File: src/rtl/alu_wb_sequencer.sv
// Purpose : operand-fetch / ALU / write-back sequencer in front of an 8x32 register file.
// Latency : handshake edge = cycle 0, READ cycle 1, EXEC cycle 2, WE/done in cycle 3; one instruction per 4 cycles.
// Backpr. : instr_ready is high only in IDLE; instr_valid and the instruction fields are ignored elsewhere.
//
// Ports:
//   clk, cr                      clock (rising edge), synchronous active-low reset
//   instr_valid/instr_ready      instruction handshake; op/ra/rb/rw are the instruction fields
//   QA, QB                       register file read data (combinational from Addr_A/Addr_B)
//   Addr_A, Addr_B               register file read addresses (registered)
//   Addr_W, Di, WE               register file write port
//   result, zero, overflow       last ALU result and its flags (registered)
//   done                         one-cycle pulse in the WRITE cycle
module alu_wb_sequencer (
  input  logic        clk,
  input  logic        cr,
  input  logic        instr_valid,
  output logic        instr_ready,
  input  logic [2:0]  op,
  input  logic [2:0]  ra,
  input  logic [2:0]  rb,
  input  logic [2:0]  rw,
  input  logic [31:0] QA,
  input  logic [31:0] QB,
  output logic [2:0]  Addr_A,
  output logic [2:0]  Addr_B,
  output logic [2:0]  Addr_W,
  output logic [31:0] Di,
  output logic        WE,
  output logic [31:0] result,
  output logic        zero,
  output logic        overflow,
  output logic        done
);

  typedef enum logic [1:0] {
    S_IDLE  = 2'd0,
    S_READ  = 2'd1,
    S_EXEC  = 2'd2,
    S_WRITE = 2'd3
  } state_t;

  localparam logic [2:0] OP_AND = 3'b000;
  localparam logic [2:0] OP_OR  = 3'b001;
  localparam logic [2:0] OP_ADD = 3'b010;
  localparam logic [2:0] OP_XOR = 3'b011;
  localparam logic [2:0] OP_NOR = 3'b100;
  localparam logic [2:0] OP_SRL = 3'b101;
  localparam logic [2:0] OP_SUB = 3'b110;
  localparam logic [2:0] OP_SLT = 3'b111;

  state_t      state;
  state_t      state_nxt;
  logic [2:0]  op_q;
  logic [2:0]  rw_q;
  logic        accept;
  logic [31:0] alu_res;
  logic        alu_ovf;
  logic [31:0] sum;
  logic [31:0] diff;

  assign accept = instr_valid && instr_ready;

  // State register: reset wins over a simultaneous handshake.
  always_ff @(posedge clk) begin
    if (!cr) begin
      state <= S_IDLE;
    end else begin
      state <= state_nxt;
    end
  end

  // Next-state logic: only IDLE waits; the rest of the sequence is fixed.
  always_comb begin
    state_nxt = state;
    case (state)
      S_IDLE:  if (accept) state_nxt = S_READ;
      S_READ:  state_nxt = S_EXEC;
      S_EXEC:  state_nxt = S_WRITE;
      S_WRITE: state_nxt = S_IDLE;
      default: state_nxt = S_IDLE;
    endcase
  end

  // Output decode straight from the state register, so WE/done are glitch-free
  // and automatically low after reset or an aborted instruction.
  always_comb begin
    instr_ready = 1'b0;
    WE          = 1'b0;
    done        = 1'b0;
    case (state)
      S_IDLE:  instr_ready = 1'b1;
      S_WRITE: begin
        WE   = 1'b1;
        done = 1'b1;
      end
      default: ;
    endcase
  end

  // ALU: QA/QB have had the whole READ cycle to settle and are sampled at the
  // edge that ends EXEC.
  assign sum  = QA + QB;
  assign diff = QA - QB;

  always_comb begin
    alu_res = 32'd0;
    alu_ovf = 1'b0;
    case (op_q)
      OP_AND: alu_res = QA & QB;
      OP_OR:  alu_res = QA | QB;
      OP_ADD: begin
        alu_res = sum;
        alu_ovf = (QA[31] == QB[31]) && (sum[31] != QA[31]);
      end
      OP_XOR: alu_res = QA ^ QB;
      OP_NOR: alu_res = ~(QA | QB);
      OP_SRL: alu_res = QA >> QB[4:0];
      OP_SUB: begin
        alu_res = diff;
        alu_ovf = (QA[31] != QB[31]) && (diff[31] != QA[31]);
      end
      OP_SLT: alu_res = {31'd0, ($signed(QA) < $signed(QB))};
      default: ;
    endcase
  end

  // Datapath registers. Addr_A/Addr_B load at the handshake so they are already
  // valid in READ; Addr_W loads with the result so the whole write port changes
  // together and then holds while WE is low.
  always_ff @(posedge clk) begin
    if (!cr) begin
      op_q     <= 3'd0;
      rw_q     <= 3'd0;
      Addr_A   <= 3'd0;
      Addr_B   <= 3'd0;
      Addr_W   <= 3'd0;
      result   <= 32'd0;
      zero     <= 1'b0;
      overflow <= 1'b0;
    end else begin
      if (accept) begin
        op_q   <= op;
        rw_q   <= rw;
        Addr_A <= ra;
        Addr_B <= rb;
      end
      if (state == S_EXEC) begin
        result   <= alu_res;
        zero     <= (alu_res == 32'd0);
        overflow <= alu_ovf;
        Addr_W   <= rw_q;
      end
    end
  end

  assign Di = result;

endmodule
File: config.mk
export PLATFORM = sky130hd
export DESIGN_NAME = alu_wb_sequencer
export DESIGN_NICKNAME = d
export VERILOG_FILES = /design/src/rtl/alu_wb_sequencer.sv
export SDC_FILE = /design/constraint.sdc
export NUM_CORES = 1
export LEC_CHECK = 0
export CAP_MARGIN = 20
export CORE_MARGIN = 3
export CORE_UTILIZATION = 40
export CTS_CLUSTER_DIAMETER = 50
export DETAILED_ROUTE_END_ITERATION = 8
export HOLD_SLACK_MARGIN = 0.03
export PLACE_DENSITY = 0.6
export SLEW_MARGIN = 20
export SYNTH_ARGS = -nofsm -noshare
export SYNTH_HDL_FRONTEND = slang
export SYNTH_SLANG_ARGS = --single-unit
export TNS_END_PERCENT = 10
File: constraint.sdc
create_clock -name clk -period 6.4 [get_ports clk]
set_input_delay 0.64 -clock clk [delete_from_list [all_inputs] [get_ports clk]]
set_output_delay 0.64 -clock clk [all_outputs]
set_load 0.005 [all_outputs]
# [Yosys cells after proc, flatten, opt, wreduce, memory -nomap -nowiden]
# Index checks and enable logic that the tools add are counted.
[totals] regBits=51 output_inout_bits=78 wordCells=44 in_bits=79
[classes] addsub=2 n_lt_le_gt_ge=1 muxes=6 n_reduce_logical=6 bitwise=4 n_shift=1 eq_ne=15
[ops] operator="$pmux W32 S8" n=1
[ops] operator="$add A32 B32 Y32" n=1
[ops] operator="$and A32 B32 Y32" n=1
[ops] operator="$logic_not A32 Y1" n=1
[ops] operator="$lt A32 B32 Y1" n=1
[ops] operator="$not A32 Y32" n=1
[ops] operator="$or A32 B32 Y32" n=1
[ops] operator="$shr A32 B5 Y32" n=1
[ops] operator="$sub A32 B32 Y32" n=1
[ops] operator="$xor A32 B32 Y32" n=1
[ops] operator="$eq A3 B3 Y1 const B" n=4
[ops] operator="$pmux W2 S4" n=1
[ops] operator="$eq A3 B2 Y1 const B" n=2
[ops] operator="$eq A2 B2 Y1 const B" n=2
[ops] operator="$eq A3 B1 Y1 const B" n=1
[ops] operator="$logic_and A1 B1 Y1" n=3
[ops] operator="$logic_not A3 Y1" n=1
[ops] operator="$ne A1 B1 Y1" n=3
[ops] operator="$eq A2 B1 Y1 const B" n=1
[ops] operator="$logic_not A2 Y1" n=1
[ops] operator="$mux W1" n=2
[ops] operator="$mux W2" n=1
[ops] operator="$ne A2 B2 Y1 const B" n=1
[ops] operator="$pmux W1 S2" n=1
[ops] operator="$eq A1 B1 Y1" n=1

# [Longest topological paths before layout]
# Gate-level depths: netlist (run 1).
[logic_depth] ltp_word=5 depth_mapped=18 depth_no_buf=15

# [Worst setup path after synthesis (run 1)]
# No wires, ideal clock.
[synth_path] path_type="input to register" startpoint="input QB[2]" endpoint="register zero" stages=18 setup_time_ns=0.092 slack_ns=0.959 n_path_buf=4 arrival_time_ns=5.349 cell_sequence="buf_2 > buf_2 > inv_1 > buf_1 > ha_1 > clkbuf_1 > nor2b_1 > o211ai_1 > a21oi_1 > a211o_1 > mux2i_1 > o32a_1 > a2111o_1 > a2111o_1 > or4_1 > or4_1 > or4_1 > o32ai_1"
[synth_between] elab_chain_len=4 word_cells_on_any_way=10 cone_classes="add/sub (2); order compare (1); shift (1); mux (1); bitwise (4); reduce/logical (1)"
[synth_lines] element="start: declaration" line_no="23" rtl="input logic [31:0] QB,"
[synth_lines] element="branches (longest 2 deep; another with $sub A32 B32 Y32)"
[synth_lines] element="$pmux W32 S8 *" line_no="108" rtl="case (op_q)"
[synth_lines] element="$logic_not A32 Y1 *" line_no="149" rtl="zero <= (alu_res == 32'd0);"
[synth_lines] element="end signal: assignment" line_no="149"
[synth_lines] element="end: declaration" line_no="30" rtl="output logic zero,"
# Mark *: on every way between the ends.
# A chain may end at the register's enable or synchronous reset.

# [Worst setup path after layout (run 1)]
[layout_path] startpoint="input QA[8]" endpoint="register zero"
[layout_between] elab_chain_len=4 word_cells_on_any_way=10 cone_classes="add/sub (2); order compare (1); shift (1); mux (1); bitwise (4); reduce/logical (1)"
[layout_lines] element="start: declaration" line_no="22" rtl="input logic [31:0] QA,"
[layout_lines] element="branches (longest 2 deep; another with $sub A32 B32 Y32)"
[layout_lines] element="$pmux W32 S8 *" line_no="108"
[layout_lines] element="$logic_not A32 Y1 *" line_no="149"
# Marks and branches as above.

==> results of run 1 <==
-- state kept, by name, summed over array words and instances, names as in the netlist --
register and cells:
op_q 3, zero 1, rw_q 3, Addr_A 3
state 2, Di 32, Addr_B 3, overflow 1
Addr_W 3
-- how the worst max path moves through the flow --
stage                       to  cells past startpoint  slack [ns]
after global routing      zero                     15        0.66
after global placement    zero                     15        0.66
after floorplan           zero                     18        0.96
after detailed placement  zero                     15        0.66
final                     zero                     15        0.84
after CTS                 zero                     15        0.91
-- cells in the mapped netlist, types with 12 or more instances --
| master | number |
|---|---|
| sky130_fd_sc_hd__nand3_1 | 23 |
| sky130_fd_sc_hd__ha_1 | 101 |
| sky130_fd_sc_hd__mux2i_1 | 76 |
| sky130_fd_sc_hd__a31oi_1 | 20 |
| sky130_fd_sc_hd__clkbuf_1 | 64 |
| sky130_fd_sc_hd__o22ai_1 | 28 |
| sky130_fd_sc_hd__o31ai_1 | 14 |
| sky130_fd_sc_hd__o21bai_1 | 15 |
| sky130_fd_sc_hd__nand4_1 | 12 |
| sky130_fd_sc_hd__nor2_1 | 111 |
| sky130_fd_sc_hd__o21ai_1 | 12 |
| sky130_fd_sc_hd__inv_1 | 89 |
| sky130_fd_sc_hd__a21oi_1 | 92 |
| sky130_fd_sc_hd__nor2b_1 | 39 |
| sky130_fd_sc_hd__buf_4 | 35 |
| sky130_fd_sc_hd__and2_1 | 18 |
| sky130_fd_sc_hd__nand2b_1 | 12 |
| sky130_fd_sc_hd__nor3_1 | 24 |
| sky130_fd_sc_hd__mux4_2 | 14 |
| sky130_fd_sc_hd__o21a_1 | 15 |
| sky130_fd_sc_hd__nor4_1 | 15 |
| sky130_fd_sc_hd__nand2_1 | 153 |
| sky130_fd_sc_hd__a22oi_1 | 12 |
| sky130_fd_sc_hd__dfxtp_1 | 51 |
| sky130_fd_sc_hd__xnor2_1 | 26 |
| sky130_fd_sc_hd__a21boi_0 | 17 |
| sky130_fd_sc_hd__buf_2 | 16 |
| sky130_fd_sc_hd__o21ai_0 | 55 |
| sky130_fd_sc_hd__o211ai_1 | 21 |
-- power breakdown --
part	switching, mW	leakage (nW)	internal (mW)	total (mW)
Combinational	0.988	4.27	0.718	1.71
Sequential	0.0762	0.415	0.387	0.463
Clock	0.117	0.0769	0.183	0.299
Total	1.18	4.76	1.29	2.47
-- cells by family after synthesis --
logic type	Yosys count	synth area share [%]
fa+ha+maj	103	13.3
xor+xnor	34	3.03
mux	99	12.0
flops	51	10.4
buf+inv	226	10.3
compound gates	420	29.7
simple gates	444	21.3
-- worst max-delay path, cell delays in order --
cell                              delay, ns
sky130_fd_sc_hd__clkdlybuf4s50_1       0.68
sky130_fd_sc_hd__inv_1                 0.08
sky130_fd_sc_hd__ha_1                  0.44
sky130_fd_sc_hd__nor4_1                0.46
sky130_fd_sc_hd__o21ai_0               0.18
sky130_fd_sc_hd__nand3_1               0.30
sky130_fd_sc_hd__nor4_1                0.08
sky130_fd_sc_hd__o21a_1                0.20
sky130_fd_sc_hd__nor4_1                0.38
sky130_fd_sc_hd__a2bb2oi_1             0.36
sky130_fd_sc_hd__o2111ai_1             0.22
sky130_fd_sc_hd__or4_1                 0.53
sky130_fd_sc_hd__or4_1                 0.43
sky130_fd_sc_hd__or4_1                 0.51
sky130_fd_sc_hd__o32ai_1               0.27
-- stage by stage --
step,instances,instance area [sq um],power [mW]
2_1_floorplan,1377,9820,1.47
6_report,1783,11700,2.47
4_1_cts,1782,11700,2.44
5_1_grt,1783,11700,2.62
3_5_place_dp,1775,11500,2.14
3_3_place_gp,1775,11500,2.13
-- layout make-up --
cell class              instances  area (sq um)  share of cell area [%]
multi-input cells            1100          7790                    66.7
repair buffers                207          1950                    16.7
flip-flops and latches         51          1020                    8.74
well taps                     319           399                    3.41
inverters                      98           368                    3.15
clock buffers                   6           129                    1.10
clock inverters                 1          30.0                   0.257
diodes                          1          2.50                  0.0214
-- metal layers --
| metal | routed length, um | vias up |
|---|---|---|
| met1 | 17800 | 5254 |
| met5 | 0 | - |
| met2 | 19200 | 634 |
| met3 | 3950 | 86 |
| li1 | - | 5134 |
| met4 | 1440 | 0 |
==> impl_summary.md, run 1 <==
STA
Adding up every negative setup slack in the final design gives 0 ns. The slew at the pin with the worst max-slew slack is about 0.92 ns. Subtracting the final worst setup slack from the clock period gives between 5 and 6 ns. The final count of hold timing violations is 0. On the final layout, the worst hold slack is ~0.46 ns.

The worst slew slack as a fraction of its limit is between 30% and 40%. Setup violations remaining at the end of the flow were counted as 0. In the post-route analysis, the smallest setup slack over all paths is ~0.84 ns. Timing would allow up to 180 MHz. For the final database, setup skew stands at 0.00615 ns. Setup repair after global routing left no endpoint under its margin. The count of pins over their slew limit is 0. The final critical path takes up slightly below 90% of the cycle.

Finish
Leaving out fill and tap cells, the most frequent cells in the layout are 154 x sky130_fd_sc_hd__clkdlybuf4s50_1, 153 x sky130_fd_sc_hd__nand2_1, 110 x sky130_fd_sc_hd__nor2_1, 100 x sky130_fd_sc_hd__ha_1, 92 x sky130_fd_sc_hd__a21oi_1. At the end of the flow the core is filled with cells to between 40% and 50%. In the final design database the tool counted roughly 1600 nets. Fill cells in the final layout number around 2500. Cells with a size suffix above 1 make up 6.63% of the layout. The layout overhead on the synthesized area is 19.1%. The library cell used most frequently in the layout, excluding fill and tap cells, is sky130_fd_sc_hd__clkdlybuf4s50_1.

Setup path
The worst setup path is captured at a register. In this run the worst path has a maximum fanout of 10. The worst register-to-register path ends at zero. The critical path is of the input port to register type. The startpoint identified for the worst register-to-register timing path is op_q[1]. STA puts the critical path data required time at 6.60 ns. The depth of the worst register-to-register path is 13. The worst register-to-register path has a setup slack of between 1 and 1.5 ns. The startpoint kind of the worst setup timing path is an input port. The startpoint of the worst setup timing path is QA[8].

The arrival time of the worst setup path is ~5.8 ns.

Placed design
The detailed placer's ending HPWL is 33500 um. The setup slack after placement is approximately 0.66 ns. The count of buffers added on input and output ports is between 150 and 200. At the end of routability-driven placement, the weighted congestion stood at between 1 and 1.5.

Global routing
The layer flagged by global routing as most heavily used is met2. The via count of the first global-routing pass is between 10000 and 15000. Entering global routing, the biggest net connects 53 pins. The met1 track demand over resource in global routing is a little over two fifths. The first global-routing pass estimated about 64000 um of wire. The total track usage is a little under a third. After global routing the overflow that remains totals 0.

The met2 layer usage reported by global route is 50.0%. Global routing consumed, on the met3 layer, under 10% of the routing resources. The initial antenna violation count came to 1.

Yosys
The fraction of post-synthesis cell area in the top cell type by area is roughly an eighth. Yosys attributes the largest share of cell area to sky130_fd_sc_hd__ha_1 13%, sky130_fd_sc_hd__dfxtp_1 10%, sky130_fd_sc_hd__mux2i_1 7.7%. The cell area after synthesis is 9820 sq um. In this run, synthesis inferred 0 flip-flops with an integrated enable.

During synthesis, Yosys emitted a total of 0 warnings. The most used flip-flop cell after synthesis is sky130_fd_sc_hd__dfxtp_1. The async set or reset register ratio after synthesis is 0%. Dividing the synthesized area by the synthesized cell count gives 7.13 sq um. The most area-hungry cell type in the Yosys netlist is sky130_fd_sc_hd__ha_1. Counting distinct cell types in the post-synthesis netlist gives 83. In this run, synthesis produced a sequential element count of 51. The gate count after technology mapping is 1377. The share of the yosys chip area belonging to registers is a little over a tenth. The number of nets in the synthesized netlist is approximately 1600.

Routing
The DRC violation count after routing is 0. The number of search-and-repair iterations in the first detailed-routing pass is 7. The final layout contains routed wiring with a total length of 42400 um.

The average wire per cell in the routed design is roughly 24 um. After the first detailed-routing iteration, the DRC count stood at 1391. The detail-routed via count per cell is slightly above 6.

The routed layout has between 10000 and 15000 vias. The detail route stage leaves a number of antenna-violating nets equal to 0.

Job
The reported max-cap violation count is 0.

Hold path
The worst hold path terminates at Addr_B[2]. Counting instances, the worst hold path has a depth of 2. The worst hold path belongs to the class register to register. In this run the most critical hold path is launched from Addr_B[2].

Clock network
The tree is rooted in a sky130_fd_sc_hd__clkbuf_16. For this design, the CTS-stage hold fixing added 0 buffers. The H-tree was split into 2 levels. The number of buffers inserted during clock tree synthesis is 5. The clock drives between 50 and 60 sinks.

The maximum count of clock buffers along a single path is 2. The source-to-sink clock delay at the later pin of the worst-skew pair is 0.29 ns. In this run the post-CTS setup repair buffer count came out at 0. The clock tree from TritonCTS is built. The number of gates given a new drive strength after cts is 0. After clock tree synthesis, the clock-pin slew on the worst setup and hold paths is 0.07 ns.

Die
The floorplan step defined a die boundary enclosing around 26000 sq um. The horizontal die dimension is about 160 um. For this design the top-level I/O count stands at around 160.

The vertical die dimension is ~160 um. The starting density of the core is 41.2%. The initialized floorplan defines 56 standard-cell rows. The core region is roughly 24000 sq um.

Power
The worst vdd rail ir drop is roughly 150 uV. In this run the power density over the cells is between 200 and 250 nW/um^2. The leakage power figure is 4.76 nW.

Run status
The flow ran to the end, and the final reports show no timing, DRC or antenna violations.
Power figures use the tool's default switching activity.
==> inputs of run 2 (changes only) <==
- GPL_TIMING_DRIVEN: unset -> 0
- clock period: 6.4 -> 6.95 ns (I/O delays scaled with it)
==> impl_summary.md, run 2 (same netlist as run 1, synthesis figures left out) <==
Placed design
The setup slack after placement is -0.285 ns. The wire-length estimate of the detail-placed layout is just under 40000 um. The count of placed standard cells including taps is around 1900. The total of buffers placed on input and output ports is about 160. Routability-driven placement finished with a final weighted congestion of about 1.0.

Routing
For this block, the initial DRC count from the detailed router was 1593. Summing over every cut layer, the via total after detailed routing is between 10000 and 15000. After detailed routing, the number of remaining DRC violations is 0. The detail route stage leaves a number of antenna-violating nets equal to 0.

For this run, the detailed router's first-pass iteration total came to 6. The total routed wirelength is between 40000 and 50000 um. The detailed route wirelength on metal2 is 20500 um. Wire segments on met3 add up to roughly 4100 um in the final route.

The detail-routed via count per cell is 6.23. The highest metal layer carrying signal wires in the routed design is met5. The detailed-route wire length on metal 1 is between 20000 and 25000 um.

Dividing the detail-routed wire length by the instance count gives about 25 um.

STA
For this run, the top clock speed supported by timing is 146 MHz. The final count of hold timing violations is 0. At the pin with the least slew margin, the transition time is around 1.2 ns. After layout, the worst path uses between 90% and 100% of the clock period.

The final critical path time including I/O delays and setup is approximately 6.8 ns. Setup slack on the critical path of the routed design comes to 0.121 ns. The final clock skew is just under 0.008 ns. The count of pins over their slew limit is 0. The worst slew slack as a fraction of its limit is about a fifth.

Setup repair after global routing left no endpoint under its margin. Setup violations remaining at the end of the flow were counted as 0.

Finish
In the layout the commonest cells are 156 x sky130_fd_sc_hd__clkdlybuf4s50_1, 153 x sky130_fd_sc_hd__nand2_1, 111 x sky130_fd_sc_hd__nor2_1, 101 x sky130_fd_sc_hd__ha_1, 92 x sky130_fd_sc_hd__a21oi_1. The count of nets after finishing is 1721. The number of antenna diodes in the final layout is 0. The most frequent standard cell in the layout excluding fill and tap cells is sky130_fd_sc_hd__clkdlybuf4s50_1. The sequential cell area is 1020 sq um.

The layout overhead on the synthesized area is 21.9%. The number of flip-flops in the largest register is 32. After filler insertion, the fill cell instance count of the layout stands at approximately 2500. Once layout is complete, the cells apart from fillers number between 1500 and 2000. In the final layout, the multi-input gates occupy approximately 7800 sq um.

The post-route netlist has 6.17% of its cells at a drive strength greater than 1.

Power
The reported net switching power is approximately 1.2 mW. For this design the static power due to leakage is 4.88 nW. The fraction of power spent switching nets is 48.0%. Registers are responsible for 16.8% of the overall power.

Combinational cells account for a little over two thirds of the total power. The clock share of power is 13.3%. The worst vdd rail ir drop is 138 uV. In this run the power density over the cells is 201 nW/um^2. The cell-internal power is 1.25 mW.

Die
The region available for standard cell placement spans between 20000 and 25000 sq um. The die covers roughly 26000 sq um. The floorplan has 56 rows. From left edge to right edge, the die measures between 150 and 200 um. Pin placement for this block handled between 150 and 200 I/O pins. The initial utilization of the core area, before any placement, comes to 41.2%. The vertical die dimension is roughly 160 um.

Clock network
In this run the number of H-tree levels came out at 2. CTS saw between 50 and 60 sinks. The post-CTS repair timing setup buffer count is 0. The maximum count of clock buffers along a single path is 2. The clock slew seen by the registers of the worst setup and hold paths is roughly 0.070 ns. The number of buffers inserted during clock tree synthesis is 5.

The buffer type at the clock tree root is sky130_fd_sc_hd__clkbuf_16. The later pin in the worst-skew pair is clocked with a latency of around 0.30 ns. The total of hold buffers inserted after clock tree synthesis is 0. TritonCTS built the clock tree.

Global routing
The total track usage is 34.4%. The residual overflow from global routing is 0. Entering global routing, the biggest net connects 18 pins. The initial antenna violation count was 1. The via count of the first global-routing pass came to 10888. The global-route wire length before repair is between 60000 and 70000 um.

Run status
The flow ran to the end, and the final reports show no timing, DRC or antenna violations.

Setup path
The critical path goes through clkdlybuf4s50_1 > buf_4 > clkinv_1 > buf_1 > fa_1 > nor2b_1 > o211ai_1 > a211o_1 > a2111oi_1 > o31ai_1 > xnor2_1 > nand2_1 > a31oi_1 > or4_1 > or4_1 > o32ai_1. For this design, the slowest cell found on the critical path is sky130_fd_sc_hd__a2111oi_1. The combined buffer and inverter count along the critical path is 4.

The startpoint kind of the worst setup timing path is an input port. The worst stage delay on the critical path is ~0.96 ns. Grouping stages by cell kind, the critical path spends the most delay in compound AO/OA/AOI/OAI gates. The arrival time of the worst setup path is ~7 ns. The maximum fanout along the worst path is 12.

The kind of critical path is input port to register. The most prevalent standard cell on the critical path is sky130_fd_sc_hd__or4_1. The endpoint type of the worst setup path is a register.

The data required time of the worst path is ~7.2 ns.

Job
The reported max-cap violation count is 0.

Hold path
The tightest min-delay check is of the register to register type.
-- run 2: changes by cell type in the layout (fill, tap and decap cells not counted), sizes merged --
cell           before  now
buf                53   63
bufinv              1    2
clkbuf              6   70
clkdlybuf4s50     154  156
diode               1    0
-- run 2: path summary, 6_finish.rpt --
kind / startpoint / endpoint / slack (ns) / cells after the start
max: QB[1] / zero / 0.12 / 16
min: Addr_B[2] / Addr_B[2] / 0.47 / 2
max reg2reg: op_q[0] / zero / 1.61 / 12
min reg2reg: Addr_B[2] / Addr_B[2] / 0.47 / 2
-- run 2: metrics by stage --
stage,hold WS (ns),cell area (sq um),power [mW],util [%],setup TNS (ns)
after floorplan,0.443,9820,1.35,-,0
after global placement,0.452,11800,2.05,49.4,-0.412
after detailed placement,0.458,11800,2.05,49.5,-0.285
after CTS,0.468,12000,2.37,50.2,0
after global routing,0.485,12000,2.55,50.2,0
final,0.466,12000,2.41,50.2,0
-- run 2: worst register-to-register path: cells and delay by family, from the launching register on --
family                 cells  cell delay, ns
DFF                        1            0.50
buffers and inverters      2            1.19
and+or+nand+nor            6            2.63
AOI/OAI and AO/OA          4            0.95
-- run 2: power by group through the flow --
| stage | clock network (mW) | logic (mW) | registers (mW) |
|---|---|---|---|
| floorplan | 0 | 0.949 | 0.405 |
| global placement | 0 | 1.64 | 0.410 |
| detailed placement | 0 | 1.64 | 0.412 |
| CTS | 0.320 | 1.65 | 0.406 |
| global route | 0.336 | 1.80 | 0.417 |
| finish | 0.320 | 1.68 | 0.405 |
-- run 2: layout make-up --
class	count	area share, %
multi-input cells	1100	65.1
clock buffers	6	1.08
flip-flops and latches	51	8.53
well taps	319	3.33
repair buffers	156	13.0
plain buffers	127	5.37
inverters	98	3.07
clock inverters	2	0.502
-- run 2: repair_timing --
item	4_1_cts	5_1_grt
endpoints found under the hold margin	0	0
resized for setup	0	0
endpoints found under the setup margin	1	0
-- run 2: per-layer routing --
metal | GRT usage, % | vias to the layer above
met5 | 0 | -
met4 | 12.6 | 2
met3 | 5.06 | 94
met2 | 53.6 | 676
met1 | 48.2 | 5517
li1 | - | 5288
==> inputs of run 3 (changes only) <==
- REMOVE_ABC_BUFFERS: unset -> 1
==> impl_summary.md, run 3 (same netlist as run 1, synthesis figures left out) <==
Run status
The flow ran to the end, and the final reports show no timing, DRC or antenna violations.

Die
The area of the core is 23800 sq um. From bottom edge to top edge, the die measures about 160 um. The die covers roughly 26000 sq um.

The die is around 160 um wide. The starting density of the core is 41.2%. The number of primary I/O pins is ~160. The total number of placement rows is 56.

Global routing
The residual overflow from global routing is 0. The global-route wire length before repair is about 62000 um. The largest net degree at the start of global routing is 60.

The initial antenna violation count is 2. Across every metal layer, demand over resource in global routing totals between 20% and 30%. The via count of the first global-routing pass is 10366.

Power
The overall power after layout is between 2 and 2.5 mW. For this design the ratio of total power to cell area is 198 nW/um^2. The leakage power figure is between 4 and 5 nW.

The worst vdd rail ir drop is roughly 190 uV.

Hold path
The path class of the tightest hold or removal check is register to register. The number of instances on the worst hold path is 2.

Finish
The post-layout utilization of the core is approximately 48%. In the final layout, flip-flops and latches occupy about 1000 sq um. Cells with a size suffix above 1 make up ~4.4% of the layout.

The count of nets after finishing is between 1500 and 2000. The register with the most flip-flops in the layout has 32 of them. Compared with the post-synthesis result, the final layout area differs by 17.1%. The layout has between 2000 and 2500 filler cells. In the layout the commonest cells are 153 x sky130_fd_sc_hd__nand2_1, 151 x sky130_fd_sc_hd__clkdlybuf4s50_1, 110 x sky130_fd_sc_hd__nor2_1, 100 x sky130_fd_sc_hd__ha_1, 92 x sky130_fd_sc_hd__a21oi_1. The summed area of non-filler cells in the final layout is about 11000 sq um.

0 antenna diodes ended up in the layout. The area of the multi-input gates is 7820 sq um. The most frequent standard cell in the layout excluding fill and tap cells is sky130_fd_sc_hd__nand2_1.

Routing
The vias after detailed routing is between 10000 and 15000. In the routed layout, each cell is associated on average with a via count of ~6.4. After detailed routing, the number of remaining DRC violations is 0.

The total routed wirelength is slightly above 40000 um. The number of search-and-repair iterations in the first detailed-routing pass is 7. The count of routing violations after the opening detailed-route iteration is 1269. After detailed routing, the average wire length per cell comes to roughly 24 um. The number of nets still failing antenna checks after routing is 0.

Setup path
The arrival time of the worst setup path is 6.61 ns. The worst register-to-register path ends at zero. The worst reg-to-reg setup slack is about 0.70 ns. The endpoint type of the worst setup path is a register. For the worst flop-to-flop path, the logic depth is 11. The kind of critical path is input port to register. The startpoint of the worst setup timing path is QB[1]. Along the worst path, the maximum fanout reaches 39. STA puts the critical path data required time at 7.17 ns. The critical register-to-register path startpoint is op_q[1].

STA classifies the critical path startpoint as an input port. The most critical setup path has its endpoint at zero.

STA
The final clock skew is between 0.009 and 0.01 ns. The worst slew slack as a fraction of its limit is between 20% and 30%. The final count of hold timing violations was 0.

The post-route fraction of the period consumed by the critical path is about nine tenths. Timing would allow up to around 160 MHz. The count of pins over their slew limit is 0.

For the finished layout, the period the worst path requires is between 6 and 7 ns. The accumulated negative setup slack is 0 ns. Setup violations remaining at the end of the flow were counted as 0.

The slew at the pin with the worst max-slew slack is around 1.1 ns. Setup repair after global routing left no endpoint under its margin. The minimum hold slack is 0.469 ns.

Clock network
The count of clock tree sinks is 51. In this run the clock root is driven by a sky130_fd_sc_hd__clkbuf_16. TritonCTS built the clock tree.

For the worst-skew pair, the clock arrives at the later sink with an insertion delay of 0.31 ns. After clock tree synthesis, the clock-pin slew on the worst setup and hold paths is roughly 0.070 ns. The number of buffers inserted during clock tree synthesis is 5. The deepest level of the CTS H-tree is 2.

The clock passes through at most 2 buffers. The number of hold buffers added after CTS was 0. The post-CTS repair timing setup buffer count is 0.

After clock tree synthesis, the repair step resized 0 gates.

Job
The reported max-cap violation count is 0.

Placed design
The final estimated routing congestion in global placement is approximately 1.0. Summing all placed instances gives a cell area of around 11000 sq um. The total of buffers placed on input and output ports is 156. After legalization and detailed placement, the total HPWL measured roughly 31000 um.
[run 3: cell count changes in the layout (fill, tap and decap cells not counted), moves of 2 or more]
| cell | change |
|---|---|
| sky130_fd_sc_hd__buf_4 | -33 |
| sky130_fd_sc_hd__buf_1 | -10 |
| sky130_fd_sc_hd__buf_2 | -12 |
| sky130_fd_sc_hd__buf_6 | -2 |
| sky130_fd_sc_hd__clkbuf_1 | -65 |
| sky130_fd_sc_hd__dfxtp_2 | +2 |
| sky130_fd_sc_hd__buf_12 | +3 |
| sky130_fd_sc_hd__buf_16 | +4 |
| sky130_fd_sc_hd__clkdlybuf4s50_1 | -5 |
| sky130_fd_sc_hd__dfxtp_1 | -2 |
[run 3: through the flow]
step	std cells	worst slack, ns
final	1740	0.560
after global routing	1740	0.312
after CTS	1740	0.741
after detailed placement	1732	0.437
after global placement	1724	-1.56
after floorplan	1249	2.06
[run 3: critical path, stage by stage]
cell and delay (ns):
sky130_fd_sc_hd__buf_2 0.15, sky130_fd_sc_hd__buf_12 0.22, sky130_fd_sc_hd__clkinv_1 0.71, sky130_fd_sc_hd__ha_1 0.64, sky130_fd_sc_hd__o21bai_1 0.22, sky130_fd_sc_hd__nand2_1 0.23
sky130_fd_sc_hd__nand2_1 0.23, sky130_fd_sc_hd__xor2_1 0.18, sky130_fd_sc_hd__o22ai_1 0.10, sky130_fd_sc_hd__o32ai_1 0.65, sky130_fd_sc_hd__o2111ai_1 0.25, sky130_fd_sc_hd__a2111o_1 0.40
sky130_fd_sc_hd__or4_1 0.60, sky130_fd_sc_hd__or4_1 0.47, sky130_fd_sc_hd__or4_1 0.55, sky130_fd_sc_hd__o32ai_1 0.26
[run 3: worst min path at each step]
| stage | startpoint | endpoint | slack (ns) |
|---|---|---|---|
| 6_report | Addr_B[0] | Addr_B[0] | 0.47 |
| 5_1_grt | Addr_A[0] | Addr_A[0] | 0.48 |
| 4_1_cts | Addr_B[0] | Addr_B[0] | 0.47 |
| 3_5_place_dp | Addr_A[1] | Addr_A[1] | 0.46 |
| 3_3_place_gp | Addr_B[0] | Addr_B[0] | 0.45 |
| 2_1_floorplan | rw_q[0] | rw_q[0] | 0.44 |
[run 3: final cells by class]
| cell class | count | area share, % |
|---|---|---|
| timing repair buffer | 164 | 14.9 |
| multi-input combinational | 1100 | 68.0 |
| tap | 319 | 3.47 |
| clock buffer | 5 | 1.09 |
| inverter | 98 | 3.20 |
| sequential | 51 | 8.90 |
| clock inverter | 3 | 0.403 |
[run 3: report_power, final]
part	leakage (nW)	internal, mW	switching [mW]
combinational	4.10	0.661	0.891
sequential	0.415	0.356	0.0755
clock	0.0804	0.171	0.122
total	4.60	1.19	1.09
[run 3: per-layer routing]
layer	GRT usage (%)	part of all wire, %
met5	1.14	0.032
met4	8.88	3.1
met3	5.37	11
met2	45.5	43
met1	42.9	43
